<file path="src/rtl/alu_pkg.sv">
// Shared op-code and FSM state encodings for the bit-serial ALU sequencer.
`default_nettype none

package alu_pkg;

  typedef enum logic [1:0] {
    OP_AND = 2'b00,
    OP_OR  = 2'b01,
    OP_ADD = 2'b10,
    OP_SUB = 2'b11
  } op_e;

  typedef enum logic [1:0] {
    S_IDLE  = 2'd0,
    S_SHIFT = 2'd1,
    S_DONE  = 2'd2
  } state_e;

endpackage

`default_nettype wire

</file>
<file path="src/rtl/alu_slice_1bit.sv">
// One-bit ALU slice: AND / OR / SUM selected by a 2:1 mux tree, majority carry.
`default_nettype none

module alu_slice_1bit (
  input  logic       a,
  input  logic       b,
  input  logic       cin,
  input  logic [1:0] sel,
  output logic       y,
  output logic       cout
);

  logic sum;
  logic m_lo;
  logic m_hi;

  assign sum  = a ^ b ^ cin;
  // SUB shares the ADD leg; inversion of B happens in the controller.
  assign m_lo = sel[0] ? (a | b) : (a & b);
  assign m_hi = sel[0] ? sum : sum;
  assign y    = sel[1] ? m_hi : m_lo;
  assign cout = (a & b) | (a & cin) | (b & cin);

endmodule

`default_nettype wire

</file>
<file path="src/rtl/alu_serial_ctrl.sv">
// Bit-serial ALU sequencer: feeds operands LSB-first through a 1-bit slice
// and reassembles the parallel result with carry, zero and overflow flags.
`default_nettype none

module alu_serial_ctrl
  import alu_pkg::*;
#(
  parameter int WIDTH = 8
) (
  input  logic             clk,
  input  logic             rst_n,
  input  logic             start,
  input  logic [WIDTH-1:0] a,
  input  logic [WIDTH-1:0] b,
  input  logic [1:0]       op,
  output logic             busy,
  output logic             done,
  output logic [WIDTH-1:0] result,
  output logic             cout,
  output logic             zero,
  output logic             ovf
);

  localparam int CNT_W = $clog2(WIDTH) + 1;

  state_e           state_q, state_d;
  op_e              op_q, op_d;
  logic [CNT_W-1:0] cnt_q, cnt_d;
  logic [WIDTH-1:0] a_sr_q, a_sr_d;
  logic [WIDTH-1:0] b_sr_q, b_sr_d;
  logic [WIDTH-1:0] res_sr_q, res_sr_d;
  logic [WIDTH-1:0] result_q, result_d;
  logic             carry_q, carry_d;
  logic             cmsb_q, cmsb_d;
  logic             busy_q, busy_d;
  logic             done_q, done_d;
  logic             cout_q, cout_d;
  logic             zero_q, zero_d;
  logic             ovf_q, ovf_d;

  logic             slice_y;
  logic             slice_co;
  logic             is_arith;

  alu_slice_1bit u_slice (
    .a    (a_sr_q[0]),
    .b    (b_sr_q[0] ^ (op_q == OP_SUB)),
    .cin  (carry_q),
    .sel  (op_q),
    .y    (slice_y),
    .cout (slice_co)
  );

  assign is_arith = (op_q == OP_ADD) || (op_q == OP_SUB);

  always_comb begin
    state_d  = state_q;
    op_d     = op_q;
    cnt_d    = cnt_q;
    a_sr_d   = a_sr_q;
    b_sr_d   = b_sr_q;
    res_sr_d = res_sr_q;
    result_d = result_q;
    carry_d  = carry_q;
    cmsb_d   = cmsb_q;
    busy_d   = busy_q;
    done_d   = 1'b0;
    cout_d   = cout_q;
    zero_d   = zero_q;
    ovf_d    = ovf_q;

    unique case (state_q)
      S_IDLE: begin
        // Busy stays up through the registered done cycle, which blocks a new accept.
        if (done_q) begin
          busy_d = 1'b0;
        end else if (start && !busy_q) begin
          state_d = S_SHIFT;
          op_d    = op_e'(op);
          a_sr_d  = a;
          b_sr_d  = b;
          cnt_d   = '0;
          carry_d = (op_e'(op) == OP_SUB);
          busy_d  = 1'b1;
        end
      end
      S_SHIFT: begin
        res_sr_d = {slice_y, res_sr_q[WIDTH-1:1]};
        a_sr_d   = a_sr_q >> 1;
        b_sr_d   = b_sr_q >> 1;
        carry_d  = slice_co;
        cnt_d    = cnt_q + CNT_W'(1);
        if (cnt_q == CNT_W'(WIDTH - 1)) begin
          cmsb_d  = carry_q;
          state_d = S_DONE;
        end
      end
      S_DONE: begin
        state_d  = S_IDLE;
        done_d   = 1'b1;
        result_d = res_sr_q;
        zero_d   = (res_sr_q == '0);
        cout_d   = is_arith & carry_q;
        ovf_d    = is_arith & (carry_q ^ cmsb_q);
      end
      default: state_d = S_IDLE;
    endcase
  end

  always_ff @(posedge clk or negedge rst_n) begin
    if (!rst_n) begin
      state_q  <= S_IDLE;
      op_q     <= OP_AND;
      cnt_q    <= '0;
      a_sr_q   <= '0;
      b_sr_q   <= '0;
      res_sr_q <= '0;
      result_q <= '0;
      carry_q  <= 1'b0;
      cmsb_q   <= 1'b0;
      busy_q   <= 1'b0;
      done_q   <= 1'b0;
      cout_q   <= 1'b0;
      zero_q   <= 1'b0;
      ovf_q    <= 1'b0;
    end else begin
      state_q  <= state_d;
      op_q     <= op_d;
      cnt_q    <= cnt_d;
      a_sr_q   <= a_sr_d;
      b_sr_q   <= b_sr_d;
      res_sr_q <= res_sr_d;
      result_q <= result_d;
      carry_q  <= carry_d;
      cmsb_q   <= cmsb_d;
      busy_q   <= busy_d;
      done_q   <= done_d;
      cout_q   <= cout_d;
      zero_q   <= zero_d;
      ovf_q    <= ovf_d;
    end
  end

  assign busy   = busy_q;
  assign done   = done_q;
  assign result = result_q;
  assign cout   = cout_q;
  assign zero   = zero_q;
  assign ovf    = ovf_q;

endmodule

`default_nettype wire
</file>
<file path="config.mk">
export PLATFORM = sky130hd
export DESIGN_NAME = alu_serial_ctrl
export DESIGN_NICKNAME = d
export VERILOG_FILES = /design/src/rtl/alu_pkg.sv /design/src/rtl/alu_slice_1bit.sv /design/src/rtl/alu_serial_ctrl.sv
export SDC_FILE = /design/constraint.sdc
export NUM_CORES = 1
export LEC_CHECK = 0
export ABC_AREA = 1
export CORE_ASPECT_RATIO = 2
export CORE_MARGIN = 5
export CORE_UTILIZATION = 29
export CTS_CLUSTER_DIAMETER = 80
export DETAILED_ROUTE_END_ITERATION = 12
export PLACE_DENSITY = 0.61
export SYNTH_ARGS = -nofsm -noshare
export SYNTH_HDL_FRONTEND = slang
export SYNTH_SLANG_ARGS = --single-unit
</file>
<file path="constraint.sdc">
create_clock -name clk -period 1.4 [get_ports clk]
set_clock_uncertainty 0.05 [all_clocks]
set_input_delay 0.28 -clock clk [delete_from_list [all_inputs] [get_ports clk]]
set_output_delay 0.28 -clock clk [all_outputs]
set_load 0.01 [all_outputs]
</file>
==> flow_metrics.tcl, run 1 <==
set metrics [dict create \
    synth-warning-count 0 \
    status "finished with violations" \
    period_needed_ns 1.49 \
    cp_slowest_cell "fa_1" \
    max_freq_ghz 0.670 \
    vias_per_cell 4.53 \
    p_switching_mw 2.39 \
    power_per_cell_area_mw_per_mm2 2040 \
    ys_top_cells_by_area "dfrtp_1 51%, nand2_1 17%, nand3_1 9.4%, inv_1 3.1%, o21ai_2 2.3%" \
    power_mw 6.09 \
    cp_max_fo 2 \
    end_kind "register" \
    arrival_ns 1.66 \
    combPwrFrac 0.435 \
    pwr-share-clk 0.189 \
    first_global_vias 1934 \
    rr_endpoint "res_sr_q[7]" \
    synth_area_sq_mm 0.00230 \
    setup_tns_ns -0.132 \
    hp-class "register to register" \
    initial_core_util 0.294 \
    grtUsageTotal 0.115 \
    violations "negative setup slack" \
    firstDrtPassIters 5 \
    crit_type "register to register" \
    gp_congestion 0.775 \
    drcViolationCount 0 \
    ant_nets 0 \
    crit_chain "nand2_2 -> xor2_4 -> fa_1 -> nor2_1 -> nor2_1 -> a21oi_1" \
    internal-power_mw 3.70 \
    p_sw_frac 0.393 \
    final_max_slew_viol_count 0 \
    worst_slack_ns -0.0916 \
    clk_latency_ns 0.29 \
    maxSlewHeadroom 0.825 \
    finalSetupViolations 2 \
    hpwl_mm 3.64 \
    io_pins 34 \
    rr_worst_depth 6 \
    cts_tree "built" \
    synth_seq_area_share 0.511 \
    die_w_microns 73.0 \
    grt_max_degree 48 \
    power.leakage_nw 1.53 \
    syn_to_final_growth_pct 29.8 \
    crit_start "op_q[0]" \
    cts_root_buf "clkbuf_16" \
    antenna_found_initial 0 \
    critPathRequiredTime_ns 1.56 \
    r2r_setup_slack_ns -0.09 \
    slowest_delay_ns 0.42 \
    overflow 0 \
    yosys.area.top_type "dfrtp_1" \
    reg2reg_from "op_q[0]" \
    cts_buffer_depth 2 \
    nNetsFinal 349 \
    synth_top_cell_area_share 0.511 \
    dieHeight_microns 136 \
    worstSetupStartpointType "register" \
    hold_viol_final 0 \
    synth-seq-cells 47 \
    portBuffers 33 \
    antenna_cells 0 \
    endpoint "res_sr_q[7]" \
    clk_pin_slew_worst_paths_ns 0.06 \
    grt_pass1_wl_mm 8.88 \
    drv_cap 0 \
    drtIter0Drc 111 \
    layout-drive-gt1-share 0.138 \
    wire_per_inst_microns 12.2 \
    synthCells 276 \
    cp_common_cell "nor2_1" \
    synth_area_per_cell_sq_um 8.33 \
    post-route-period-util 1.07 \
    synthDistinctLibCells 25 \
    fp.coreArea_sq_mm 0.00783 \
    ir_worst_vdd_mv 0.733 \
    p_seq_frac 0.376 \
    clock-sinks 47 \
    rsz0062_at_grt "yes" \
    vias 1909 \
    fp-row-count 46 \
    num-fill-cells 830 \
    htreeDepth 2 \
    worstMarginPinSlew_ns 0.263 \
    synth_nets 301 \
    die-area_sq_mm 0.00992 \
    cts_buffers 5 \
    drt-total-wl_mm 5.14 \
]
## cells in the mapped netlist
library cell,n
nor2_4,1
nand4_1,5
a21oi_1,1
o21ai_1,2
o21ai_0,10
inv_2,1
buf_2,8
inv_4,1
nand3_1,43
nand2_1,105
o21ai_2,6
nand2_8,1
xnor2_1,1
fa_1,1
nand2_4,1
nand2_2,1
or2_2,2
inv_1,19
buf_6,4
xor2_1,1
ha_1,3
nor2_8,1
nor2_1,10
nor3_1,1
dfrtp_1,47
## kinds of logic after synthesis
| family | count (synthesis) | share of synthesized area |
|---|---|---|
| simple gates | 171 | 0.332 |
| flops | 47 | 0.511 |
| buf+inv | 33 | 0.0724 |
| compound gates | 19 | 0.0511 |
| fa+ha+maj | 4 | 0.0250 |
| xor+xnor | 2 | 0.00762 |
## worst min-delay path by stage
stage                            to  cells after the start      start  slack (ns)
after global placement    b_sr_q[2]                      2      rst_n        0.23
final                     result[5]                      2  result[5]        0.42
after CTS                 result[5]                      2  result[5]        0.42
after detailed placement  b_sr_q[2]                      2      rst_n        0.23
after floorplan           a_sr_q[0]                      0      rst_n       -0.07
after global routing      result[6]                      2  result[6]        0.45
## power by group through the flow
stage / logic [mW] / clock network [mW] / registers [mW]
floorplan: 1.80 / 0 / 2.28
global placement: 2.63 / 0 / 2.28
detailed placement: 2.70 / 0 / 2.31
CTS: 2.67 / 1.19 / 2.28
global route: 3.06 / 1.23 / 2.36
finish: 2.65 / 1.15 / 2.29
## metrics by stage
stage	hold WS, ns	instances	instance area (sq um)	worst slack [ns]	utilization
2_1_floorplan	-0.0656	276	2310	-0.0562	-
3_3_place_gp	0.231	411	2830	-0.0652	0.362
3_5_place_dp	0.235	411	2830	-0.104	0.362
4_1_cts	0.419	421	2970	-0.110	0.380
5_1_grt	0.449	421	2990	-0.209	0.381
6_report	0.416	421	2990	-0.0916	0.381
## layout make-up
cell class / instances / area [sq um] / share of cell area
Timing Repair Buffer: 53 / 487 / 0.163
Clock inverter: 1 / 5.00 / 0.00168
Sequential cell: 47 / 1180 / 0.395
Multi-Input combinational cell: 196 / 978 / 0.328
Inverter: 21 / 83.8 / 0.0281
Tap cell: 96 / 120 / 0.0402
Clock buffer: 7 / 133 / 0.0444
## flip-flops by register name (all words and copies together), names as in the netlist, 2 cells and up
name / flops
cnt_q: 4
op_q: 2
b_sr_q: 8
a_sr_q: 8
result: 8
state_q: 2
res_sr_q: 8
## placed cells by master (no fill, tap or decap), drive strengths merged
cell type,n
nand2,108
dfrtp,47
nand3,43
inv,21
buf,20
clkdlybuf4s50,19
o21ai,18
dlygate4sd2,13
nor2,12
clkbuf,7
nand4,5
ha,3
or2,2
xor2,1
xnor2,1
a21oi,1
nor3,1
fa,1
clkinv,1
dlygate4sd3,1
## critical path: cells and delay by family (launching register included)
family | cells | cell delay (ns)
flops | 1 | 0.39
compound gates | 1 | 0.14
xor+xnor | 1 | 0.17
fa+ha+maj | 1 | 0.42
simple gates | 3 | 0.26
## what timing repair did
action / in CTS / in global routing
buffers inserted: 1 / 0
hold endpoints to repair: 47 / 0
pin swaps: 5 / 4
endpoints found under the setup margin: 24 / 4
hold buffers: 1 / 0
gates resized for setup: 14 / 3
## routing by layer
layer	vias to the layer above	track usage	share of wire	wire, microns
li1	972	-	-	-
met1	885	0.142	0.43	2210
met2	46	0.187	0.50	2580
met3	6	0.0244	0.048	246
met4	0	0.0544	0.019	97
met5	-	0	0	0
Note: power is estimated with default switching activity, not from simulation.
==> inputs of run 2 (changes only) <==
Settings changed: CTS_BUF_LIST set to sky130_fd_sc_hd__clkbuf_4.
==> flow_metrics.tcl, run 2 (same netlist as run 1, synthesis figures left out) <==
set metrics [dict create \
    hpwl_mm 3.64 \
    critPathRequiredTime_ns 1.63 \
    vias 1939 \
    crit_start "b_sr_q[0]" \
    syn_to_final_growth_pct 29.1 \
    rsz0062_at_grt "yes" \
    initial_core_util 0.294 \
    crit_type "register to register" \
    crit_chain "xor2_4 -> fa_2 -> nor2_1 -> nor2_1 -> a21oi_1" \
    cts_buffer_depth 2 \
    hold_viol_final 0 \
    die_w_microns 73.0 \
    worstMarginPinSlew_ns 0.262 \
    period_needed_ns 1.54 \
    drt-total-wl_mm 5.08 \
    combPwrFrac 0.483 \
    use_met3 0.0266 \
    nNetsFinal 357 \
    cp_slowest_cell "fa_2" \
    cp_max_fo 2 \
    grt.busiest_layer "met2" \
    clk_pin_slew_worst_paths_ns 0.14 \
    arrival_ns 1.77 \
    layout-drive-gt1-share 0.186 \
    power_mw 5.71 \
    grt_use_met2 0.182 \
    finalSetupViolations 2 \
    wire_per_inst_microns 11.9 \
    cts_buffers 5 \
    antenna_cells 0 \
    clock-sinks 47 \
    drtIter0Drc 104 \
    power_per_cell_area_mw_per_mm2 1920 \
    status "finished with violations" \
    drv_cap 0 \
    power.leakage_nw 1.52 \
    vias_per_cell 4.52 \
    clk_latency_ns 0.38 \
    reg2reg_from "b_sr_q[0]" \
    antenna_found_initial 0 \
    cts_root_buf "clkbuf_4" \
    fp-row-count 46 \
    portBuffers 33 \
    grtUsageTotal 0.111 \
    io_pins 34 \
    slowest_delay_ns 0.52 \
    internal-power_mw 3.36 \
    cp_common_cell "nor2_1" \
    grt_max_degree 48 \
    final_common_cell "nand2_1" \
    gp_congestion 0.775 \
    hold_slack_ns 0.342 \
    final_max_slew_viol_count 0 \
    final_cell_mix "104 x nand2_1, 45 x dfrtp_1, 42 x nand3_1" \
    end_kind "register" \
    die-area_sq_mm 0.00992 \
    firstDrtPassIters 4 \
    setup_tns_ns -0.142 \
    use_met1 0.138 \
    violations "negative setup slack" \
    p_sw_frac 0.412 \
    crit_family "adder cells" \
    overflow 0 \
    worst_slack_ns -0.140 \
    p_switching_mw 2.35 \
    post-route-period-util 1.10 \
    ant_nets 0 \
    drcViolationCount 0 \
    ir_worst_vdd_mv 0.787 \
    cts_tree "built" \
    fp.coreArea_sq_mm 0.00783 \
    p_seq_frac 0.400 \
    maxSlewHeadroom 0.825 \
    worstSetupStartpointType "register" \
    grt_pass1_wl_mm 8.76 \
    first_global_vias 1930 \
    dieHeight_microns 136 \
    max_freq_ghz 0.649 \
    htreeDepth 2 \
    pwr-share-clk 0.117 \
    crit_buf_inv 0 \
    hp-class "input port to asynchronous set/reset pin" \
]
==> run 2: changes by cell type in the layout (fill, tap and decap cells not counted), sizes merged <==
cell	delta
clkbuf	+4
dlygate4sd2	-13
buf	+8
clkdlybuf4s15	+9
==> run 2: area by class of cell <==
class	instances	area, sq um
fill	829	4860
sequential	47	1180
multi-input combinational	196	986
timing repair buffer	61	543
tap	96	120
inverter	21	83.8
clock buffer	7	52.6
clock inverter	1	5.00
==> run 2: worst register-to-register path, stage by stage (launching register included) <==
cell and delay (ns):
dfrtp_2 0.48, xor2_4 0.20, fa_2 0.52, nor2_1 0.04, nor2_1 0.09, a21oi_1 0.07
==> run 2: per-layer routing <==
metal	vias to the layer above	wire (microns)
li1	989	-
met1	895	2180
met2	47	2560
met3	8	244
met4	0	97
met5	-	0
==> run 2: through the flow <==
stage                     cells  utilization  cell area [sq um]  setup slack [ns]
after floorplan             276            -               2310           -0.0562
final                       429        0.379               2970            -0.140
after global routing        429        0.379               2970            -0.232
after detailed placement    411        0.362               2830            -0.104
after global placement      411        0.362               2830           -0.0652
after CTS                   423        0.373               2920            -0.156
==> run 2: power by group through the flow <==
stage          logic, mW  registers [mW]  clock network, mW
5_1_grt             3.18            2.35              0.750
4_1_cts             2.70            2.27              0.694
3_5_place_dp        2.70            2.31                  0
2_1_floorplan       1.80            2.28                  0
6_report            2.76            2.29              0.665
3_3_place_gp        2.63            2.28                  0
==> run 2: what timing repair did <==
item	in CTS	in global routing
resized for setup	23	15
setup endpoints to repair	26	23
buffers inserted	3	6
pin swaps	6	3
hold buffers	1	0
endpoints found under the hold margin	47	0
==> run 2: worst paths after layout <==
check | to | slack, ns | depth (start not counted)
max | res_sr_q[7] | -0.14 | 5
min | b_sr_q[0] | 0.34 | 3
max reg2reg | res_sr_q[7] | -0.14 | 5
min reg2reg | result[6] | 0.45 | 2
max in group asynchronous | a_sr_q[3] | 0.72 | 3
min in group clk | b_sr_q[7] | 0.43 | 3
==> inputs of run 3 (changes only) <==
--- a/config.mk
+++ b/config.mk
@@ -8,3 +8,3 @@
 export ABC_AREA = 1
-export CORE_ASPECT_RATIO = 2
+export CORE_ASPECT_RATIO = 1.25
 export CORE_MARGIN = 5
--- a/constraint.sdc
+++ b/constraint.sdc
@@ -4,2 +4,2 @@
 set_output_delay 0.28 -clock clk [all_outputs]
-set_load 0.01 [all_outputs]
+set_load 0.02 [all_outputs]
==> flow_metrics.tcl, run 3 (same netlist as run 1, synthesis figures left out) <==
set metrics [dict create \
    status "finished with violations" \
    violations "negative setup slack" \
    final_max_slew_viol_count 0 \
    hpwl_mm 3.41 \
    rr_worst_depth 6 \
    p_seq_frac 0.391 \
    use_met3 0.0270 \
    die-area_sq_mm 0.00982 \
    cts_buffers 5 \
    internal-power_mw 3.40 \
    hold_viol_final 0 \
    grt_use_met2 0.189 \
    use_met1 0.137 \
    io_pins 34 \
    portBuffers 33 \
    antenna_found_initial 0 \
    cts_tree "built" \
    drt-total-wl_mm 4.92 \
    clock-sinks 47 \
    wire_per_inst_microns 11.6 \
    rr_endpoint "res_sr_q[7]" \
    final_common_cell "nand2_1" \
    period_needed_ns 1.47 \
    clk_pin_slew_worst_paths_ns 0.15 \
    grt_pass1_wl_mm 8.57 \
    antenna_cells 0 \
    critPathRequiredTime_ns 1.66 \
    layout-drive-gt1-share 0.200 \
    overflow 0 \
    maxSlewHeadroom 0.792 \
    drtIter0Drc 102 \
    finalSetupViolations 2 \
    power_per_cell_area_mw_per_mm2 1990 \
    pwr-share-clk 0.146 \
    nNetsFinal 354 \
    drv_cap 0 \
    post-route-period-util 1.05 \
    hp-class "input port to asynchronous set/reset pin" \
    worst_slack_ns -0.0730 \
    htreeDepth 2 \
    grtUsageTotal 0.111 \
    combPwrFrac 0.463 \
    hold_slack_ns 0.363 \
    fp-row-count 36 \
    power.leakage_nw 1.51 \
    drcViolationCount 0 \
    dieHeight_microns 110 \
    die_w_microns 89.7 \
    p_sw_frac 0.416 \
    gp_congestion 0.780 \
    setup_tns_ns -0.0781 \
    worstMarginPinSlew_ns 0.311 \
    clk_latency_ns 0.37 \
    cts_root_buf "clkbuf_4" \
    cp_slowest_cell "fa_1" \
    slowest_delay_ns 0.43 \
    rsz0062_at_grt "yes" \
    p_switching_mw 2.42 \
    cp_common_cell "nor2_1" \
    final_area_sq_mm 0.00292 \
    final_cell_mix "104 x nand2_1, 45 x dfrtp_1, 43 x nand3_1" \
    postPlaceCellArea_sq_mm 0.00281 \
    r2r_setup_slack_ns -0.07 \
    cp_max_fo 2 \
    arrival_ns 1.74 \
    syn_to_final_growth_pct 27.1 \
    vias 1913 \
    dp_slack_ns -0.0875 \
    fp.coreArea_sq_mm 0.00779 \
    max_freq_ghz 0.679 \
    firstDrtPassIters 4 \
    grt.busiest_layer "met2" \
    crit_type "register to register" \
    cts_buffer_depth 2 \
    reg2reg_from "op_q[1]" \
    first_global_vias 1903 \
    ir_worst_vdd_mv 0.778 \
    crit_chain "nand2_2 -> xor2_2 -> fa_1 -> nor2_1 -> nor2_1 -> a21oi_1" \
    initial_core_util 0.295 \
    grt_max_degree 48 \
    vias_per_cell 4.50 \
    worstSetupStartpointType "register" \
    ant_nets 0 \
    end_kind "register" \
]
-- run 3: changes by cell type in the layout (fill, tap and decap cells not counted), moves of 3 or more --
cell	delta
buf_2	+10
clkdlybuf4s15_1	-9
clkbuf_2	-4
clkdlybuf4s15_2	+3
buf_4	-4
-- run 3: timing repair --
item	4_1_cts	5_1_grt
hold endpoints to repair	47	0
endpoints found under the setup margin	15	37
pin swaps	5	3
gates cloned	0	0
buffers inserted	1	6
hold buffers	1	0
gates resized for setup	41	13
-- run 3: how the worst max path moves through the flow --
stage / start / cells after the start / to
2_1_floorplan: op_q[0] / 6 / res_sr_q[7]
3_3_place_gp: start / 7 / b_sr_q[4]
3_5_place_dp: op_q[0] / 6 / res_sr_q[7]
4_1_cts: op_q[1] / 6 / res_sr_q[7]
5_1_grt: op_q[1] / 6 / res_sr_q[7]
6_report: op_q[1] / 6 / res_sr_q[7]
-- run 3: final cells by class --
cell class | instances | area (sq um)
sequential | 47 | 1180
tap | 95 | 119
timing repair buffer | 58 | 489
inverter | 21 | 81.3
clock inverter | 3 | 47.5
multi-input combinational | 196 | 970
clock buffer | 5 | 37.5
fill | 799 | 4870
-- run 3: metal layers --
| metal | vias to the layer above | routed length, microns |
|---|---|---|
| met5 | - | 0 |
| met4 | 0 | 67 |
| met3 | 6 | 252 |
| met2 | 36 | 2390 |
| met1 | 888 | 2200 |
| li1 | 983 | - |
-- run 3: critical path, delay by kind of cell (launching register included) --
family                     cells  cell delay [ns]
adders and majority gates      1             0.43
AOI/OAI and AO/OA              1             0.12
xor gates and xnor gates       1             0.16
DFF                            1             0.42
and+or+nand+nor                3             0.26
-- run 3: power groups by stage --
stage          registers (mW)  clock network [mW]  logic [mW]
2_1_floorplan            2.37                   0        1.80
3_3_place_gp             2.29                   0        2.67
3_5_place_dp             2.31                   0        2.74
4_1_cts                  2.28               0.897        2.71
5_1_grt                  2.34               0.942        3.12
6_report                 2.27               0.849        2.70
-- run 3: through the flow --
stage / util / instances / total power [mW]
after floorplan: - / 276 / 4.17
after global placement: 0.360 / 409 / 4.96
after detailed placement: 0.360 / 409 / 5.05
after CTS: 0.374 / 419 / 5.89
after global routing: 0.375 / 425 / 6.40
final: 0.375 / 425 / 5.82
